**src/rtl/demux_pkg.sv**
```systemverilog
// Shared select codes, channel count and beat layout for stream_demux_1x3.
// Optional drop counter is enabled by STREAM_DEMUX_DROP_CNT_EN.
package demux_pkg;

    localparam logic [1:0] SEL_CH0     = 2'b00;
    localparam logic [1:0] SEL_CH1     = 2'b01;
    localparam logic [1:0] SEL_CH2     = 2'b10;
    localparam logic [1:0] SEL_INVALID = 2'b11;

    localparam int NUM_CH       = 3;
    localparam int DATA_WIDTH_D = 32;

    typedef struct packed {
        logic [1:0]              sel;
        logic [DATA_WIDTH_D-1:0] data;
    } beat_t;

    // One-hot channel code for a select; zero for the invalid code.
    function automatic logic [NUM_CH-1:0] sel_onehot(input logic [1:0] sel);
        logic [NUM_CH-1:0] oh;
        oh = '0;
        case (sel)
            SEL_CH0: oh = 3'b001;
            SEL_CH1: oh = 3'b010;
            SEL_CH2: oh = 3'b100;
            default: oh = '0;
        endcase
        return oh;
    endfunction

endpackage

```
**src/rtl/stream_demux_1x3_if.sv**
```systemverilog
// Producer and three-consumer handshake bundle of stream_demux_1x3.
// master = environment side, slave = demux side.
interface stream_demux_1x3_if #(
    parameter int DATA_WIDTH = 32
);
    logic                  in_valid;
    logic                  in_ready;
    logic [1:0]            in_select;
    logic [DATA_WIDTH-1:0] in_data;
    logic [2:0]            out_valid;
    logic [2:0]            out_ready;
    logic [DATA_WIDTH-1:0] out_data;
    logic                  sel_err;

    modport master (
        output in_valid, in_select, in_data, out_ready,
        input  in_ready, out_valid, out_data, sel_err
    );

    modport slave (
        input  in_valid, in_select, in_data, out_ready,
        output in_ready, out_valid, out_data, sel_err
    );
endinterface

```
**src/rtl/stream_skid_buffer.sv**
```systemverilog
// Generic two-entry (main + skid) valid/ready elastic stage.
// Ready toward the producer depends only on the skid register.
module stream_skid_buffer #(
    parameter int WIDTH = 34
) (
    input  logic             clk,
    input  logic             reset,
    input  logic             i_valid,
    output logic             o_ready,
    input  logic [WIDTH-1:0] i_data,
    output logic             o_valid,
    input  logic             i_ready,
    output logic [WIDTH-1:0] o_data
);
    logic             r_main_valid;
    logic             r_skid_valid;
    logic [WIDTH-1:0] r_main_data;
    logic [WIDTH-1:0] r_skid_data;
    logic             w_fire;
    logic             w_drain;

    assign o_ready = ~r_skid_valid;
    assign o_valid = r_main_valid;
    assign o_data  = r_main_data;
    assign w_fire  = i_valid & ~r_skid_valid;
    assign w_drain = r_main_valid & i_ready;

    always_ff @(posedge clk) begin
        if (reset) begin
            r_main_valid <= 1'b0;
            r_skid_valid <= 1'b0;
        end else if (r_skid_valid && w_drain) begin
            r_main_data  <= r_skid_data;
            r_skid_valid <= 1'b0;
        end else if (w_fire && (!r_main_valid || w_drain)) begin
            r_main_data  <= i_data;
            r_main_valid <= 1'b1;
        end else if (w_fire) begin
            // Main is stalled: park the beat so ready can drop registered.
            r_skid_data  <= i_data;
            r_skid_valid <= 1'b1;
        end else if (w_drain) begin
            r_main_valid <= 1'b0;
        end
    end
endmodule

```
**src/rtl/stream_demux_1x3.sv**
```systemverilog
// Registered 1-to-3 stream demux; select 11 beats are accepted and dropped.
// Define STREAM_DEMUX_DROP_CNT_EN to add the saturating drop_cnt output.
module stream_demux_1x3
    import demux_pkg::*;
#(
    parameter int DATA_WIDTH = 32
) (
    input  logic                 clk,
    input  logic                 reset,
    stream_demux_1x3_if.slave    bus
`ifdef STREAM_DEMUX_DROP_CNT_EN
    ,
    output logic [7:0]           drop_cnt
`endif
);
    localparam int BW = DATA_WIDTH + 2;

    logic              w_sel_ok;
    logic              w_in_ready;
    logic              w_drop;
    logic              w_main_valid;
    logic [BW-1:0]     w_main;
    logic [1:0]        w_main_sel;
    logic [NUM_CH-1:0] w_ch;
    logic              w_out_ready;
    logic              r_sel_err;

    assign w_sel_ok   = (bus.in_select != SEL_INVALID);
    assign w_drop     = bus.in_valid & w_in_ready & ~w_sel_ok;
    assign w_main_sel = w_main[BW-1:DATA_WIDTH];

    stream_skid_buffer #(
        .WIDTH (BW)
    ) u_buf (
        .clk     (clk),
        .reset   (reset),
        .i_valid (bus.in_valid & w_sel_ok),
        .o_ready (w_in_ready),
        .i_data  ({bus.in_select, bus.in_data}),
        .o_valid (w_main_valid),
        .i_ready (w_out_ready),
        .o_data  (w_main)
    );

    always_comb begin
        w_ch        = sel_onehot(w_main_sel);
        w_out_ready = |(w_ch & bus.out_ready);
    end

    assign bus.in_ready  = w_in_ready;
    assign bus.out_valid = w_main_valid ? w_ch : '0;
    assign bus.out_data  = w_main[DATA_WIDTH-1:0];
    assign bus.sel_err   = r_sel_err;

    always_ff @(posedge clk) begin
        if (reset)
            r_sel_err <= 1'b0;
        else if (w_drop)
            r_sel_err <= 1'b1;
    end

`ifdef STREAM_DEMUX_DROP_CNT_EN
    logic [7:0] r_drop_cnt;

    always_ff @(posedge clk) begin
        if (reset)
            r_drop_cnt <= 8'd0;
        else if (w_drop && r_drop_cnt != 8'hFF)
            r_drop_cnt <= r_drop_cnt + 8'd1;
    end

    assign drop_cnt = r_drop_cnt;
`else
`endif
endmodule

```
**src/flat_wrapper.sv**
```systemverilog
// flat-port wrapper written by rule: the top's interface ports become plain ports
module stream_demux_1x3_flat import demux_pkg::*;
#(
    parameter int DATA_WIDTH = 32
)
  (clk, reset, bus_in_valid, bus_in_select, bus_in_data, bus_out_ready, bus_in_ready, bus_out_valid, bus_out_data, bus_sel_err);
  stream_demux_1x3_if #(.DATA_WIDTH(DATA_WIDTH)) bus_i ();
  input  logic clk;
  input  logic reset;
  input wire logic [$bits(bus_i.in_valid)-1:0] bus_in_valid;
  input wire logic [$bits(bus_i.in_select)-1:0] bus_in_select;
  input wire logic [$bits(bus_i.in_data)-1:0] bus_in_data;
  input wire logic [$bits(bus_i.out_ready)-1:0] bus_out_ready;
  output wire logic [$bits(bus_i.in_ready)-1:0] bus_in_ready;
  output wire logic [$bits(bus_i.out_valid)-1:0] bus_out_valid;
  output wire logic [$bits(bus_i.out_data)-1:0] bus_out_data;
  output wire logic [$bits(bus_i.sel_err)-1:0] bus_sel_err;
  assign bus_i.in_valid = bus_in_valid;
  assign bus_i.in_select = bus_in_select;
  assign bus_i.in_data = bus_in_data;
  assign bus_i.out_ready = bus_out_ready;
  assign bus_in_ready = bus_i.in_ready;
  assign bus_out_valid = bus_i.out_valid;
  assign bus_out_data = bus_i.out_data;
  assign bus_sel_err = bus_i.sel_err;
  stream_demux_1x3 #(.DATA_WIDTH(DATA_WIDTH)) u_core (.clk(clk), .reset(reset), .bus(bus_i));
endmodule
```
**config.mk**
```make
export PLATFORM = sky130hd
export DESIGN_NAME = stream_demux_1x3_flat
export DESIGN_NICKNAME = d
export VERILOG_FILES = /design/src/rtl/demux_pkg.sv /design/src/rtl/stream_demux_1x3_if.sv /design/src/rtl/stream_skid_buffer.sv /design/src/rtl/stream_demux_1x3.sv /design/src/flat_wrapper.sv
export SDC_FILE = /design/constraint.sdc
export NUM_CORES = 1
export LEC_CHECK = 0
export ABC_AREA = 1
export BUFFER_PORTS_ARGS = -buffer_cell sky130_fd_sc_hd__buf_2
export CORE_ASPECT_RATIO = 1.5
export CORE_MARGIN = 5
export CORE_UTILIZATION = 56
export CTS_CLUSTER_DIAMETER = 100
export CTS_CLUSTER_SIZE = 40
export DETAILED_ROUTE_END_ITERATION = 6
export PLACE_DENSITY = 0.81
export SLEW_MARGIN = 25
export SYNTH_ARGS = -nofsm -noshare
export SYNTH_HDL_FRONTEND = slang
export SYNTH_SLANG_ARGS = --single-unit
```
**constraint.sdc**
```tcl
create_clock -name clk -period 4.7 [get_ports clk]
set_input_delay 0.705 -clock clk [delete_from_list [all_inputs] [get_ports clk]]
set_output_delay 0.705 -clock clk [all_outputs]
set_load 0.01 [all_outputs]
```
======== Word-level counts from Yosys, hierarchy flattened ========
Index checks and enable logic that the tools add are counted.
operators by class
  equality and inequality tests ........... 4
  muxes and demuxes ....................... 7
  bitwise gates (word level) .............. 11
  reductions and logical operators ........ 13
operator list
  kind                                                              count
  34-bit two-way mux                                                2
  3-bit one-hot mux with 3 select lines                             1
  1-bit AND                                                         5
  1-bit inverter                                                    5
  2-bit AND reduction                                               2
  4-bit AND reduction                                               1
  2-bit nonzero test                                                2
  3-bit AND                                                         1
  1-bit two-way mux                                                 3
  3-bit two-way mux                                                 1
  3-bit AND reduction                                               1
  3-bit OR reduction                                                1
  2-bit by 1-bit == test with 1-bit output (second input constant)  1
  2-bit == test (second input constant)                             1
  1-bit logical AND                                                 2
  2-bit logical NOT                                                 1
  2-bit by 1-bit != test with 1-bit output (second input constant)  1
  2-bit != test (second input constant)                             1
  2-bit OR reduction                                                1
  1-bit logical NOT                                                 1
  1-bit logical OR                                                  1
word-level totals
  bits in registers ....................... 71
  output and inout bits ................... 37
  word-level logic and storage cells ...... 40

======== Longest topological paths before layout ========
Gate-level depths: netlist of run 1.
  depth in word-level cells ............... 9
  gate-level depth with buffers ........... 7
  depth with buffers taken out ............ 6

======== By module ========
From an unflattened synthesis of run 1, not the netlist that was laid out.
unflattened totals
  cells, all modules ...................... 215
  area, all modules ....................... 2830.2 um2
modules (own cells, without submodules)
  module              times used  cells an instance  area each (um2)  sequential area each (um2)
  stream_skid_buffer  1           198                2738.9           2082.0
  stream_demux_1x3    1           17                 91.3             20.0

======== Worst setup path before layout of run 1 ========
No wires, ideal clock.
  path type ............................... input port to flip-flop
  start ................................... in bus_out_ready[1]
  end ..................................... reg u_core.u_buf.r_skid_data[0] (enable)
  arrival time ............................ 2.503 ns
  path slack .............................. 1.772 ns
  cell stages on the path ................. 5
  path buffers ............................ 0
  cells stage by stage .................... nand3_1 nand2_1 nor2_1 nand3_1 nor2_1
on the way
  word-level cells in the longest chain between the ends .. 7
  elaborated cells on any way between the ends .. 9
  those cells by class .................... 4 x bitwise; 5 x reduce/logical
ends and longest elaborated chain
  element                                 line                      RTL
  start: declaration                      flat_wrapper.sv:13        input wire logic [$bits(bus_i.out_ready)-1:0] bus_out_ready;
  3-bit AND *                             stream_demux_1x3.sv:47    w_out_ready = |(w_ch & bus.out_ready);
  3-bit OR reduction *                    stream_demux_1x3.sv:47
  1-bit AND *                             stream_skid_buffer.sv:26  assign w_drain = r_main_valid & i_ready;
  1-bit logical OR                        stream_skid_buffer.sv:35  end else if (w_fire && (!r_main_valid || w_drain)) begin
  1-bit logical AND                       stream_skid_buffer.sv:35
  1-bit inverter (no source line)         n/a
  4-bit AND reduction (no source line) *  n/a
  end signal: assignment                  stream_skid_buffer.sv:40  r_skid_data <= i_data;
  end: declaration                        stream_skid_buffer.sv:18  logic [WIDTH-1:0] r_skid_data;
Every way passes the cells marked *; elsewhere a longest branch is shown, timed or not.
A chain may end at the register's enable or synchronous reset.

======== Worst setup path in the final report of run 1 ========
  start ................................... reg u_core.u_buf.r_main_valid, in the netlist u_core.u_buf.o_valid
  end ..................................... reg u_core.u_buf.r_main_data[31], in the netlist u_core.u_buf.o_data[31] (enable)
on the way
  word-level cells in the longest chain between the ends .. 5
  elaborated cells on any way between the ends .. 7
  those cells by class .................... 1 x bitwise; 6 x reduce/logical
ends and longest elaborated chain
  element                                                line                                                RTL
  start: declaration                                     stream_skid_buffer.sv:15                            logic r_main_valid;
  start signal: assignment                               stream_skid_buffer.sv:30                            r_main_valid <= 1'b0;
  start signal: assignment                               stream_skid_buffer.sv:37                            r_main_valid <= 1'b1;
  start signal: assignment                               stream_skid_buffer.sv:43                            r_main_valid <= 1'b0;
  1-bit AND / 1-bit logical NOT (equally long branches)  stream_skid_buffer.sv:26, stream_skid_buffer.sv:35
  1-bit logical OR                                       stream_skid_buffer.sv:35
  1-bit logical AND                                      stream_skid_buffer.sv:35
  2-bit nonzero test (no source line) *                  n/a
  2-bit AND reduction (no source line) *                 n/a
  end signal: assignment                                 stream_skid_buffer.sv:33                            r_main_data <= r_skid_data;
  end signal: assignment                                 stream_skid_buffer.sv:36                            r_main_data <= i_data;
  end: declaration                                       stream_skid_buffer.sv:17                            logic [WIDTH-1:0] r_main_data;
Marked as above.

==> results.sh, run 1 <==
export IMPL_synth_edf_count=68
export IMPL_max_vdd_ir_drop_mv=0.288
export IMPL_cts_tree="done"
export IMPL_hpwl_um=3550
export IMPL_rr_startpoint="u_core.u_buf.o_valid"
export IMPL_syn_to_final_growth_pct=12.8
export IMPL_whs_path_depth=2
export IMPL_cp_slowest_stage_delay_ns=0.78
export IMPL_initial_core_util_pct=57.8
export IMPL_ant_nets=0
export IMPL_final_nets=333
export IMPL_r2r_slack_ns=2.33
export IMPL_crit_slowest_cell="nor2_4"
export IMPL_max_slew_margin_pct=38.1
export IMPL_drtPass1Iterations=4
export IMPL_wl_per_cell_um=14.6
export IMPL_dr_first_iter_drc_count=135
export IMPL_cts_root_buf="clkbuf_8"
export IMPL_yosysSeqAreaShare_pct=70.4
export IMPL_p_per_area_mw_per_mm2=389
export IMPL_vias_per_cell=5.09
export IMPL_min_period_ns=2.37
export IMPL_hold_end="u_core.bus.sel_err"
export IMPL_tns_ns=0
export IMPL_async_reset_ff_share_pct=0
export IMPL_synth_warnings=0
export IMPL_fin_worst_skew_ns=0.00835
export IMPL_core_mm2=0.00516
export IMPL_grt_max_degree=37
export IMPL_grtUsageTotal_pct=16.3
export IMPL_synth_area_leaders="edfxtp_1 68%, nand2_1 9.4%, buf_4 8.0%"
export IMPL_outcome="completed"
export IMPL_cap_violations=0
export IMPL_synthCells=247
export IMPL_leakage_uw=0.00144
export IMPL_cts_buffers=9
export IMPL_rows=32
export IMPL_chipWidth_um=69.6
export IMPL_worstMarginPinSlew_ns=0.926
export IMPL_post_cts_resized=0
export IMPL_drc_errors=0
export IMPL_drive_gt1_share_pct=31.6
export IMPL_rsz0062_at_grt="false"
export IMPL_p_total_uw=1310
export IMPL_path_delay_family="simple AND/OR/NAND/NOR gates"
export IMPL_synth_nets=287
export IMPL_path_depth=4
export IMPL_hold_buffers=0
export IMPL_cts_buffer_depth=2
export IMPL_hold_viol=0
export IMPL_clock_fmax_ghz=0.421
export IMPL_start_kind="flop"
export IMPL_synth_top_area_share_pct=68.4
export IMPL_numPortBuffers=76
export IMPL_yosys_register_bits=71
export IMPL_reg2reg_depth=4
export IMPL_synth_distinct_cells=17
export IMPL_antenna_found_initial=0
export IMPL_clock_sinks=71
export IMPL_setup_viol=0
export IMPL_hold_start="u_core.bus.sel_err"
export IMPL_clk_pin_slew_ns=0.07
export IMPL_place_inst=350
export IMPL_die_h_um=99.4
export IMPL_htreeDepth=3
export IMPL_critPathArrivalTime_ns=2.32
export IMPL_cp_data_required_time_ns=4.65
export IMPL_endpoint_kind="flop"
export IMPL_worstSetupPathType="reg -> reg"
export IMPL_die_area_mm2=0.00692
export IMPL_diodes=0
export IMPL_gr_total_overflow=0
export IMPL_num_io_pins=77
export IMPL_min_path_type="reg -> reg"
export IMPL_clk_insertion_delay_late_ns=0.33
export IMPL_slew_viol_final=0
export IMPL_reg2reg_to="u_core.u_buf.o_data[31]"
export IMPL_routed_wl_um=5340
export IMPL_grt_pass1_vias=1844
export IMPL_routed_via_count=1857
export IMPL_synth_flop_cell="edfxtp_1"
export IMPL_cts_setup_buffers=0
export IMPL_period_share_pct=50.5
export IMPL_grt_first_pass_wirelength_um=8660
export IMPL_crit_chain="nand2_1 -> inv_2 -> o21ai_0 -> nor2_4"
export IMPL_post_synth_top_area_cell="edfxtp_1"
export IMPL_path_buf_inv=1
export IMPL_synth_cell_area_mm2=0.00299
export IMPL_place_gp_congestion=0.763
export IMPL_avgSynthCellArea_um2=12.1
export IMPL_crit_path_max_fanout=36
export IMPL_layoutNonFillerInstCount=365
[placed cells by master, fill, tap and decap left out]
master      n
nand3_1    38
nor2_4      2
clkinv_2    2
edfxtp_1   68
nor3_1      3
nand2_1    75
nand2_4     1
o21ai_0     1
inv_2       1
nand3_4     1
bufinv_16   2
nor2_1      4
inv_1       7
a31oi_1     1
clkbuf_8    9
dfxtp_1     3
buf_2      76
clkinv_1    1
a21oi_1     1
clkbuf_1    1
[cells by family after synthesis]
kind of cell / count (synthesis) / share of synthesized area, %
AOI/OAI and AO/OA: 3 / 0.544
buffers and inverters: 49 / 11.1
DFF: 71 / 70.4
and+or+nand+nor: 124 / 18.0
[Yosys cell counts, types with 3 or more instances]
cell	count
buf_1	3
buf_2	3
buf_4	32
buf_6	3
dfxtp_1	3
edfxtp_1	68
inv_1	7
nand2_1	75
nand3_1	38
nor2_1	6
nor3_1	3
[how the worst max path moves through the flow]
stage,startpoint,end,slack [ns]
final,u_core.u_buf.o_valid,u_core.u_buf.o_data[31],2.33
after global routing,u_core.u_buf.o_valid,u_core.u_buf.o_data[8],2.09
after CTS,u_core.u_buf.o_valid,u_core.u_buf.o_data[23],2.26
after detailed placement,bus_out_ready[2],u_core.u_buf.o_data[10],2.04
after global placement,bus_out_ready[1],u_core.u_buf.o_data[4],2.14
after floorplan,bus_out_ready[1],u_core.u_buf.r_skid_data[0],1.77
[report_power, final]
| group | internal, uW | total [uW] | switching [uW] | leakage, uW |
|---|---|---|---|---|
| sequential | 719 | 724 | 5.88 | 0.000645 |
| clock | 293 | 496 | 204 | 0.000104 |
| combinational | 31.7 | 88.3 | 56.5 | 0.000696 |
[registers in the layout, summed over array words and instances, names as in the netlist]
register,cells
u_core.u_buf.r_skid_valid,1
u_core.u_buf.o_valid,1
u_core.u_buf.r_skid_data,34
u_core.u_buf.o_data,34
u_core.bus.sel_err,1
[area by class of cell]
| type | instances | area [um^2] |
|---|---|---|
| Multi-Input combinational cell | 127 | 569 |
| Timing Repair Buffer | 76 | 380 |
| Inverter | 8 | 30.0 |
| Fill cell | 408 | 1800 |
| Tap cell | 68 | 85.1 |
| Clock buffer | 10 | 128 |
| Clock inverter | 5 | 73.8 |
| Sequential cell | 71 | 2100 |
[metrics by stage]
stage | hold slack (ns) | instance area [um^2] | worst slack (ns) | util, %
floorplan | 0.490 | 2990 | 1.77 | -
finish | 0.480 | 3370 | 2.33 | 65.2
global route | 0.524 | 3370 | 2.09 | 65.2
CTS | 0.484 | 3370 | 2.26 | 65.2
detailed placement | 0.466 | 3170 | 2.04 | 61.3
global placement | 0.454 | 3170 | 2.14 | 61.3
[worst reg2reg max path, delay by kind of cell, from the launching register on]
| family | cells | cell delay, ns |
|---|---|---|
| DFF | 1 | 0.34 |
| and+or+nand+nor | 2 | 0.86 |
| AOI/OAI and AO/OA | 1 | 0.33 |
| buffers and inverters | 1 | 0.46 |
[metal layers]
| layer | global-route usage, % | part of all wire (%) | vias to the layer above |
|---|---|---|---|
| met5 | 0 | 0 | - |
| met4 | 10.6 | 3.6 | 0 |
| met3 | 4.95 | 6.8 | 13 |
| met2 | 27.9 | 53 | 77 |
| met1 | 17.3 | 37 | 865 |
| li1 | - | - | 902 |
Note: power is estimated with default switching activity, not from simulation.
==> run 2, diff against run 1 <==
- ABC_AREA: 1 -> 0
- CORE_UTILIZATION: 56 -> 47
- PLACE_DENSITY: 0.81 -> 0.72
- clock period: 4.7 -> 2.1 ns (I/O delays scaled with it)
==> run 2 against run 1 <==
- sequential cell count unchanged
- via count down 22%
- sequential share of layout area down 2.6 points
- cell count down 18%
- die area up 19%
- hold slack worse by 0.31 ns
- final area up 4.4%
==> results.sh, run 2 <==
export IMPL_numPortBuffers=76
export IMPL_dp_slack_ns=0.0622
export IMPL_post_synth_top_area_cell="edfxtp_1"
export IMPL_place_inst=285
export IMPL_synthTopCellsByCount="68 x edfxtp_1, 32 x buf_4, 32 x mux2_4"
export IMPL_synth_edf_count=68
export IMPL_crit_path_max_fanout=8
export IMPL_outcome="completed"
export IMPL_rr_startpoint="u_core.u_buf.o_data[32]"
export IMPL_cts_setup_buffers=0
export IMPL_tns_ns=0
export IMPL_fillers=524
export IMPL_chipWidth_um=75.9
export IMPL_yosysSeqAreaShare_pct=68.6
export IMPL_synth_cell_area_mm2=0.00306
export IMPL_synthCells=163
export IMPL_initial_core_util_pct=47.6
export IMPL_cts_buffers=9
export IMPL_htreeDepth=3
export IMPL_synth_warnings=0
export IMPL_ant_nets=0
export IMPL_final_nets=261
export IMPL_hold_buffers=0
export IMPL_worstSetupPathType="reg -> reg"
export IMPL_hold_start="bus_in_data[5]"
export IMPL_leakage_uw=0.00144
export IMPL_final_common_cell="buf_2"
export IMPL_rsz0062_at_grt="false"
export IMPL_synth_nets=203
export IMPL_startpoint="u_core.u_buf.o_data[32]"
export IMPL_switchingPower_uw=565
export IMPL_drtPass1Iterations=4
export IMPL_routed_wl_um=4940
export IMPL_p_per_area_mw_per_mm2=770
export IMPL_endpoint_kind="flop"
export IMPL_avgSynthCellArea_um2=18.8
export IMPL_max_vdd_ir_drop_mv=0.387
export IMPL_vias_per_cell=4.81
export IMPL_power_frac_seq_pct=60.0
export IMPL_post_cts_resized=0
export IMPL_dr_first_iter_drc_count=84
export IMPL_r2r_slack_ns=0.08
export IMPL_num_io_pins=77
export IMPL_synth_flop_cell="edfxtp_1"
export IMPL_cts_buffer_depth=2
export IMPL_die_area_mm2=0.00826
export IMPL_grt_max_degree=35
export IMPL_clk_pin_slew_ns=0.07
export IMPL_antenna_found_initial=0
export IMPL_max_slew_margin_pct=72.5
export IMPL_min_period_ns=2.02
export IMPL_start_kind="flop"
export IMPL_cp_data_required_time_ns=2.18
export IMPL_period_share_pct=96.0
export IMPL_async_reset_ff_share_pct=0
export IMPL_clk_insertion_delay_late_ns=0.33
export IMPL_worstMarginPinSlew_ns=0.412
export IMPL_grt_pass1_vias=1555
export IMPL_critPathArrivalTime_ns=2.10
export IMPL_core_mm2=0.00644
export IMPL_rows=36
export IMPL_fin_worst_skew_ns=0.00450
export IMPL_grtUsageTotal_pct=12.7
export IMPL_hpwl_um=3530
export IMPL_place_gp_congestion=0.764
export IMPL_synth_area_leaders="edfxtp_1 67%, mux2_4 16%, buf_4 7.8%"
export IMPL_finalWorstSetupSlack_ns=0.0838
export IMPL_slew_viol_final=0
export IMPL_clockPowerShare_pct=31.8
export IMPL_diodes=0
export IMPL_gr_total_overflow=0
export IMPL_wl_per_cell_um=16.4
export IMPL_die_h_um=109
export IMPL_hold_viol=0
export IMPL_grt_first_pass_wirelength_um=7920
export IMPL_switching_share_pct=20.9
export IMPL_drive_gt1_share_pct=60.4
export IMPL_layoutNonFillerInstCount=301
export IMPL_final_cell_area_mm2=0.00352
export IMPL_internal_power_uw=2140
export IMPL_cap_violations=0
export IMPL_cts_tree="done"
export IMPL_combPwrFrac_pct=8.1
export IMPL_placedInstanceArea_mm2=0.00336
export IMPL_synth_most_common_cell="edfxtp_1"
export IMPL_cts_root_buf="clkbuf_8"
export IMPL_clock_fmax_ghz=0.496
export IMPL_p_total_uw=2710
export IMPL_routed_via_count=1449
export IMPL_synth_distinct_cells=20
export IMPL_setup_viol=0
export IMPL_layout_common_cells="76 x buf_2, 68 x edfxtp_1, 32 x mux2_4, 9 x clkbuf_8"
export IMPL_clock_sinks=71
export IMPL_min_path_type="in -> reg"
export IMPL_syn_to_final_growth_pct=14.8
export IMPL_synth_top_area_share_pct=66.7
export IMPL_yosys_register_bits=71
export IMPL_drc_errors=0
-- run 2: cell count changes after synthesis, sizes merged, moves of 2 or more --
cell    previous run  this run
nand2             76         5
nor2               6         2
inv                8         1
a221oi             0         2
nand3             39         2
mux2               0        36
buf               41        35
nor3               3         1
-- run 2: area by class of cell --
| cell class | instances | area, um^2 | area share, % |
|---|---|---|---|
| inverters | 1 | 3.75 | 0.107 |
| well taps | 76 | 95.1 | 2.70 |
| repair buffers | 83 | 470 | 13.4 |
| multi-input cells | 55 | 697 | 19.8 |
| clock buffers | 13 | 139 | 3.95 |
| clock inverters | 2 | 8.76 | 0.249 |
| flip-flops and latches | 71 | 2100 | 59.8 |
-- run 2: through the flow --
stage / hold WS [ns] / util [%]
2_1_floorplan: 0.384 / -
3_3_place_gp: 0.452 / 52.2
3_5_place_dp: 0.461 / 52.2
4_1_cts: 0.140 / 54.5
5_1_grt: 0.142 / 54.6
6_report: 0.169 / 54.6
-- run 2: worst paths after layout --
check | to | cells after the start
setup / recovery | u_core.u_buf.o_data[17] | 5
hold / removal | u_core.u_buf.r_skid_data[5] | 1
setup reg to reg | u_core.u_buf.o_data[17] | 5
hold reg to reg | u_core.bus.sel_err | 2
-- run 2: routing by layer --
layer,part of all wire [%],global-route usage [%]
met3,6.3,4.96
met4,1.9,7.25
met2,53,21.1
met1,39,13.8
met5,0,0
-- run 2: power by group through the flow --
stage | registers, uW | logic (uW) | clock network [uW]
detailed placement | 1660 | 222 | 0
global route | 1630 | 239 | 963
CTS | 1630 | 223 | 905
finish | 1620 | 220 | 862
global placement | 1650 | 216 | 0
floorplan | 1650 | 159 | 0
-- run 2: cells by family after synthesis --
family	count (synthesis)	synth area share, %
buffers and inverters	37	10.0
AOI/OAI and AO/OA	4	0.980
and+or+nand+nor	14	2.86
DFF	71	68.6
muxes	37	17.5
-- run 2: critical path, stage by stage, from the launching register on --
cell,delay (ns)
edfxtp_1,0.43
mux2_4,0.34
mux2_4,0.29
nand3_4,0.14
buf_4,0.23
mux2_4,0.32
